`src/rtl/fetch_sequencer.sv`:
```
// Instruction-fetch controller: owns the 6-bit PC and steps it through fetch/execute phases.
// Fetch uses a req/ack handshake to instruction memory and a done handshake from the datapath.
module fetch_sequencer #(
    parameter int INSTR_W = 32,
    parameter int CNT_W   = 16
) (
    input  logic               clk,
    input  logic               rst,
    input  logic               start,
    input  logic               halt_req,
    output logic               imem_req,
    output logic [5:0]         imem_addr,
    input  logic               imem_ack,
    input  logic [INSTR_W-1:0] imem_rdata,
    output logic [INSTR_W-1:0] instr,
    output logic               instr_valid,
    input  logic               exec_done,
    input  logic               branch_taken,
    input  logic [5:0]         branch_target,
    output logic [5:0]         pc,
    output logic               busy,
    output logic               halted,
    output logic [CNT_W-1:0]   retired
);

    typedef enum logic [1:0] {
        IDLE  = 2'd0,
        FETCH = 2'd1,
        EXEC  = 2'd2,
        HALT  = 2'd3
    } state_t;

    state_t     state;
    state_t     state_next;
    logic [5:0] pc_q;
    logic       halt_pending;
    logic       fetch_hit;
    logic       exec_hit;

    // Handshakes: imem_req stays high with a stable imem_addr until the cycle
    // imem_ack is seen (transfer on that edge); exec_done completes the current
    // instruction on the edge it is sampled. Both are ignored outside their phase.
    assign fetch_hit = (state == FETCH) && imem_ack;
    assign exec_hit  = (state == EXEC) && exec_done;

    always_comb begin
        state_next = state;
        case (state)
            IDLE:    if (start)     state_next = FETCH;
            FETCH:   if (imem_ack)  state_next = EXEC;
            EXEC:    if (exec_done) state_next = (halt_pending || halt_req) ? HALT : FETCH;
            HALT:    if (start)     state_next = FETCH;
            default:                state_next = IDLE;
        endcase
    end

    always_ff @(posedge clk or posedge rst) begin
        if (rst) begin
            state        <= IDLE;
            pc_q         <= 6'd0;
            instr        <= '0;
            instr_valid  <= 1'b0;
            halt_pending <= 1'b0;
            retired      <= '0;
        end else begin
            state       <= state_next;
            instr_valid <= fetch_hit;
            if (fetch_hit) begin
                instr <= imem_rdata;
            end
            if (exec_hit) begin
                pc_q    <= branch_taken ? branch_target : pc_q + 6'd1;
                retired <= retired + CNT_W'(1);
            end
            // Entering (or sitting in) HALT consumes the pending request.
            if (state_next == HALT) begin
                halt_pending <= 1'b0;
            end else if (halt_req && (state == FETCH || state == EXEC)) begin
                halt_pending <= 1'b1;
            end
        end
    end

    assign imem_req  = (state == FETCH);
    assign imem_addr = pc_q;
    assign pc        = pc_q;
    assign busy      = (state == FETCH) || (state == EXEC);
    assign halted    = (state == HALT);

endmodule

```
`config.mk`:
```
export PLATFORM = sky130hd
export DESIGN_NAME = fetch_sequencer
export DESIGN_NICKNAME = d
export VERILOG_FILES = /design/src/rtl/fetch_sequencer.sv
export SDC_FILE = /design/constraint.sdc
export NUM_CORES = 1
export LEC_CHECK = 0
export ABC_AREA = 0
export CORE_MARGIN = 2
export CORE_UTILIZATION = 44
export CTS_CLUSTER_DIAMETER = 60
export DETAILED_ROUTE_END_ITERATION = 16
export PLACE_DENSITY = 0.83
export SYNTH_ARGS = -nofsm -noshare
export SYNTH_HDL_FRONTEND = slang
export SYNTH_SLANG_ARGS = --single-unit
```
`constraint.sdc`:
```
create_clock -name clk -period 4.3 [get_ports clk]
set_input_delay 0.43 -clock clk [delete_from_list [all_inputs] [get_ports clk]]
set_output_delay 0.43 -clock clk [all_outputs]
set_load 0.005 [all_outputs]
```
After elaboration in Yosys (flattened, before gate mapping)
Cells that the tools add are included.
{"block": "word_totals", "out_inout_bits": 64, "ff_bits": 58}
{"block": "op_classes", "n_mux": 8, "eq_ne": 4, "reduce_logical": 8, "add_sub_neg": 2}
{"cell": "$add 16x1->16 const B", "n": 1}
{"cell": "$mux 2", "n": 4}
{"cell": "$add 6x1->6 const B", "n": 1}
{"cell": "$eq 2x2->1 const B", "n": 3}
{"cell": "$mux 6", "n": 1}
{"cell": "$pmux 2 s3", "n": 1}
{"cell": "$logic_and 1x1->1", "n": 3}
{"cell": "$eq 2x1->1 const B", "n": 1}
{"cell": "$logic_not 2->1", "n": 1}
{"cell": "$logic_or 1x1->1", "n": 2}
{"cell": "$mux 1", "n": 2}
{"cell": "$reduce_bool 2->1", "n": 1}
{"cell": "$reduce_or 2->1", "n": 1}

Logic depth before layout (Yosys ltp)
Gate-level depths: netlist (run 1).
{"block": "logic_depth", "ltp_word": 6, "mapped_depth": 7, "depth_no_buf": 6}

Least setup slack after synthesis (run 1)
Ideal clock, no wire load.
{"block": "synth_path", "path_kind": "register to register", "start": "reg state[0]", "end": "reg pc_q[5], in the netlist imem_addr[5]", "path_buffers": 1, "arrival_ns": 1.422, "period_less_slack_ns": 1.545, "setup_time_ns": 0.123, "stages_incl_launch_ff": 8, "required_ns": 4.177, "setup_slack_ns": 2.755, "path_cell_list": "dfrtp_1 inv_1 ha_1 and2_1 buf_4 nand2_1 mux2_2 o221a_1"}
{"block": "synth_via", "elab_chain_cells": 2}
{"item": "from (decl)", "line_no": "33", "source": "state_t state;"}
{"item": "from (signal assigned)", "line_no": "66", "source": "state <= state_next;"}
{"item": "$eq 2x2->1", "line_no": "44", "source": "assign exec_hit = (state == EXEC) && exec_done;"}
{"item": "$logic_and 1x1->1", "line_no": "44"}
{"item": "to (signal assigned)", "line_no": "72", "source": "pc_q <= branch_taken ? branch_target : pc_q + 6'd1;"}
{"item": "to (decl)", "line_no": "35", "source": "logic [5:0] pc_q;"}
Every way passes these cells.
A chain may end at the register's enable or synchronous reset.

Worst setup path in the final report (run 1)
{"block": "layout_path", "start": "reg state[0]", "end": "out busy"}
{"block": "layout_via", "elab_chain_cells": 2, "elab_cells_between_ends": 3, "classes_between": "eq/ne (2); reduce/logical (1)"}
{"item": "$eq 2x1->1 / $eq 2x2->1 (equally long branches)", "line_no": "87", "source": "assign busy = (state == FETCH) || (state == EXEC);"}
{"item": "$logic_or 1x1->1 *", "line_no": "87"}
{"item": "to (decl)", "line_no": "21", "source": "output logic busy,"}
Mark *: on every way between the ends. The rest lies on a longest branch, timed or not.

==> results of run 1 <==
==> state kept, by name, indices dropped and copies added, names as in the netlist <==
signal / count
instr: 32
retired: 16
imem_addr: 6
state: 2
halt_pending: 1
instr_valid: 1
==> Yosys cell counts <==
cell      count  area [um^2]
nand2_1      15        56.30
nor4_4        1        21.27
buf_4         7        52.55
nor3_1        2        10.01
nor2b_1       2        12.51
mux2i_1       1        10.01
nor2_1        6        22.52
nand3b_1      1        7.510
or2_2         2        12.51
o221a_1       1        11.26
and3_1        2        12.51
ha_1          5        62.56
nand4_1       4        25.02
o21ai_0       9        45.04
nand3_1       8        40.04
dfrtp_1      58         1451
xnor2_1      12        105.1
a31oi_1       1        6.260
and4_1        1        8.760
clkbuf_1      2        7.510
and2_1        1        6.260
a21oi_1       7        35.03
a22oi_1       2        15.01
nor3_2        1        10.01
buf_2         3        15.01
o311ai_0      1        8.760
mux2_2       33        371.6
xor2_1        3        26.28
nor3b_1       1        7.510
inv_1         6        22.52
==> per-layer routing <==
| metal | routed length (um) | vias up |
|---|---|---|
| met2 | 2610 | 83 |
| li1 | - | 898 |
| met3 | 487 | 8 |
| met5 | 0 | - |
| met4 | 85 | 0 |
| met1 | 2517 | 915 |
==> worst max-delay path: stages, from the launching register on <==
cell	delay [ns]
dfrtp_1	0.39
inv_1	0.06
ha_1	0.33
inv_1	0.09
clkdlybuf4s50_1	0.51
==> power by group through the flow <==
stage	registers [mW]	clock network [mW]	logic (mW)
5_1_grt	0.940	0.545	1.09
3_5_place_dp	0.923	0	1.01
6_report	0.913	0.501	0.995
2_1_floorplan	0.921	0	0.417
3_3_place_gp	0.909	0	0.984
4_1_cts	0.914	0.517	1.01
==> cell type report <==
type	instances	area (um^2)
clock buffers	13	168.9
clock inverters	2	35.03
fillers	406	1693
inverters	6	22.52
multi-input cells	122	949.7
flip-flops and latches	58	1451
well taps	72	90.09
repair buffers	110	1096
==> cell families (layout without fill, tap and decap cells) <==
logic type | count (synthesis) | count (layout) | share of synthesized area [%]
compound gates | 21 | 21 | 4.857
xor+xnor | 15 | 15 | 5.258
fa+ha+maj | 5 | 5 | 2.504
buf+inv | 18 | 131 | 3.906
flops | 58 | 58 | 58.09
mux | 34 | 34 | 15.27
simple gates | 47 | 47 | 10.12
==> final timing paths <==
path / start / endpoint / slack (ns) / cells past startpoint
min in group asynchronous: rst / retired[12]$_DFFE_PP0P_ / 0.63 / 3
hold / removal: retired[15]$_DFFE_PP0P_ / retired[15]$_DFFE_PP0P_ / 0.47 / 1
setup / recovery: state[0]$_DFF_PP0_ / busy / 2.18 / 4
hold reg to reg: retired[15]$_DFFE_PP0P_ / retired[15]$_DFFE_PP0P_ / 0.47 / 1
max in group asynchronous: rst / state[0]$_DFF_PP0_ / 3.19 / 3
setup reg to reg: state[0]$_DFF_PP0_ / imem_addr[5]$_DFFE_PP0P_ / 2.49 / 6
==> stage by stage <==
step / setup WS, ns / util [%] / total power, mW
after floorplan: 2.442 / - / 1.338
after global placement: 2.343 / 65.55 / 1.892
after detailed placement: 2.262 / 65.55 / 1.929
after CTS: 2.160 / 69.26 / 2.442
after global routing: 2.070 / 69.26 / 2.572
final: 2.180 / 69.26 / 2.409
==> results.toml, run 1 <==
[cts]
htree_levels = 3
cts_tree = "yes"
cts_buffer_depth = 2
cts-resized-gates = 0
clock_sinks = 58
post-cts-setup-buffers = 0
cts_buffers = 9
cts_hold_buf = 0
clockRootBuffer = "clkbuf_8"
clk_latency_ns = 0.32
clkTransAtPathRegs_ns = 0.06

[sta]
max_freq_ghz = 0.4716
worst_pin_slew_ns = 0.7132
finalCritPeriodShare_pct = 49.31
hold_viol_final = 0
rsz0062_at_grt = "no"
fin_crit_ns = 2.120
whs_ns = 0.4715
maxSlewHeadroom_pct = 52.45
fin_skew_ns = 0.006976
maxSlewViolCount = 0
fin_setup_tns_ns = 0
setup_viol = 0

[grt]
antenna_found_initial = 0
grt_max_degree = 59
gr-usage-met2_pct = 28.98
grt-ovfl-total = 0
grt_pass1_wl_um = 8873
grt.total_usage_pct = 18.60
grt.busiest_layer = "met2"
grt_pass1_vias = 1809
gr-usage-met3_pct = 6.023
grtUsageMet1_pct = 23.55

[floorplan]
rows = 27
core-area_mm2 = 0.005507
fp.dieW_um = 79.36
start_util_pct = 45.38
ios = 109
die-area_mm2 = 0.006297
die_h_um = 79.36

[layout]
layout_common_cells = "108 x clkdlybuf4s50_1, 58 x dfrtp_1, 33 x mux2_2"
drive_gt1_share_pct = 17.36
final_common_cell = "clkdlybuf4s50_1"
n_antenna_cell = 0
fin_nets = 357
fin_area_mm2 = 0.003814
synthToLayoutAreaGrowth_pct = 52.63
layoutNonFillerInstCount = 383

[power]
powerDensity_mw_per_mm2 = 631.8
intPower_mw = 1.740
peakVddDrop_mv = 0.3637
seqPwrFrac_pct = 37.9
p_sw_share_pct = 27.78
power_leakage_nw = 1.618
power_switching_mw = 0.6694
clockPowerShare_pct = 20.8
p_comb_share_pct = 41.3

[routing]
num_vias = 1904
drc = 0
avgRoutedWirePerCell_um = 14.89
drt_wl_total_um = 5701
drt_iter0_markers = 77
routed_via_density = 4.971
drt_pass1_iterations = 4
drtAntennaViolNets = 0

[synthesis]
syn_avg_cell_area_um2 = 12.62
synth_seq_cells = 58
yosysWarnings = 0
netlist_area_mm2 = 0.002499
synth_nets = 248
ys_types = 30
seq_area_frac_synth_pct = 58.09
postSynthCellCount = 198

[setup_path]
end_kind = "primary output"
arrival_ns = 1.69
required_ns = 3.87
crit_path_max_fanout = 4
path_class = "flop to primary output"
worst_setup_path_start_kind = "flop"

[placement]
dp.cells = 368
post_dp_cell_area_mm2 = 0.003610
post-dp-hpwl_um = 4175
io_buffers = 108
place.gp.congestion = 0.7893

[status]
outcome = "complete, no violations"

[min_path]
hp-class = "flop to flop"

[run]
cap_violations = 0
No activity file was read; power rests on OpenSTA's default activity.
==> run 2: changes to the inputs <==
Settings changed: CORE_UTILIZATION 44 to 42, PLACE_DENSITY 0.83 to 0.8.
Clock period 4.3 ns to 2.1 ns, I/O delays scaled along.
==> run 2 against run 1 <==
  * Clock skew shrank 0.0031 ns
  * Highest routed layer unchanged
  * Combinational power grew 110%
  * Clock-buffer cell count shrank 1
  * Non-clock buffer count grew 1
  * Total power grew 98%
  * Hold slack lost 0.20 ns
  * Die area grew 4.5%
  * Cell area is essentially flat
  * Via count shrank 2.0%
  * First-iteration DRC count shrank 25%
  * Largest cell class unchanged
==> results.toml, run 2 (same netlist as run 1, synthesis figures left out) <==
[sta]
whs_ns = 0.2667
rsz0062_at_grt = "no"
setup_viol = 0
fin_setup_tns_ns = 0
maxSlewViolCount = 0
maxSlewHeadroom_pct = 67.38
fin_skew_ns = 0.003839
worst_pin_slew_ns = 0.4878
fin_crit_ns = 1.917
finalCritPeriodShare_pct = 91.28
max_freq_ghz = 0.5217
hold_viol_final = 0

[floorplan]
die-area_mm2 = 0.006582
fp.dieW_um = 81.13
die_h_um = 81.13
ios = 109
rows = 28
core-area_mm2 = 0.005851
start_util_pct = 42.71

[power]
powerDensity_mw_per_mm2 = 1252
power_leakage_nw = 1.621
fin_total_pwr_mw = 4.778
peakVddDrop_mv = 0.7842

[layout]
largest-register = "instr"
synthToLayoutAreaGrowth_pct = 52.73
fin_nets = 358
drive_gt1_share_pct = 17.63
largest_register_ffs = 32
layout_common_cells = "108 x clkdlybuf4s50_1, 58 x dfrtp_1, 33 x mux2_2"
final_common_cell = "clkdlybuf4s50_1"
n_antenna_cell = 0
layoutNonFillerInstCount = 387

[cts]
htree_levels = 3
clock_sinks = 58
clkTransAtPathRegs_ns = 0.06
cts_buffers = 9
cts-resized-gates = 0
cts_buffer_depth = 2
post-cts-setup-buffers = 0
cts_tree = "yes"
clockRootBuffer = "clkbuf_8"
cts_hold_buf = 0
clk_latency_ns = 0.32

[setup_path]
r2r_end = "imem_addr[5]$_DFFE_PP0P_"
r2r.worst_path.cells = 6
ff2ff_setup_slack_ns = 0.43
r2r-start = "state[0]$_DFF_PP0_"
worst_setup_path_start_kind = "flop"
arrival_ns = 1.71
crit_path_max_fanout = 4
crit_path_start = "state[0]$_DFF_PP0_"
required_ns = 1.89
end_kind = "primary output"
path_class = "flop to primary output"

[routing]
drc = 0
drt_pass1_iterations = 4
drtAntennaViolNets = 0
routed_via_density = 4.819
drt_iter0_markers = 58
avgRoutedWirePerCell_um = 13.67
drt_wl_total_um = 5290
num_vias = 1865

[placement]
post-dp-hpwl_um = 3776
dp.cells = 372
io_buffers = 108
place.gp.congestion = 0.7634

[grt]
grt-ovfl-total = 0
grt_pass1_vias = 1846
grt.total_usage_pct = 16.71
antenna_found_initial = 0
grt_max_degree = 59
grt_pass1_wl_um = 8231

[min_path]
hp-class = "input pin to asynchronous set/reset pin"

[status]
outcome = "complete, no violations"

[run]
cap_violations = 0
run 2: layout make-up:
cell class / count / area (um^2)
fill: 457 / 2034
inverter: 6 / 22.52
multi-input combinational: 122 / 949.7
timing repair buffer: 111 / 1129
sequential: 58 / 1451
clock buffer: 12 / 155.1
clock inverter: 3 / 15.01
tap: 75 / 93.84
run 2: stage by stage:
step                worst slack, ns  utilization, %  cell area [um^2]
floorplan                    0.4620               -              2499
global placement             0.4362           62.32              3646
detailed placement           0.3844           62.32              3646
CTS                          0.1571           65.23              3816
global route                0.08330           65.23              3816
finish                       0.1831           65.23              3816
run 2: worst max-delay path: stages (launching register included):
cell and delay [ns]:
dfrtp_1 0.39, inv_1 0.06, ha_1 0.32, inv_1 0.11, clkdlybuf4s50_1 0.51
run 2: where the power goes:
part | switching [mW] | internal (mW)
clock | 0.398 | 0.480
combinational | 0.656 | 1.38
sequential | 0.298 | 1.56
run 2: how the worst max path moves through the flow:
stage | to | cells past startpoint | slack [ns]
after global routing | busy | 4 | 0.08
after detailed placement | retired[11]$_DFFE_PP0P_ | 5 | 0.38
final | busy | 4 | 0.18
after global placement | retired[11]$_DFFE_PP0P_ | 5 | 0.44
after floorplan | halt_pending$_DFFE_PP0P_ | 1 | 0.46
after CTS | busy | 4 | 0.16
run 2: routing by layer:
layer  global-route usage (%)  routed length [um]
met4                    6.102                  59
met3                    6.111                 379
met2                    27.93                2602
met5                        0                   0
met1                    19.75                2248
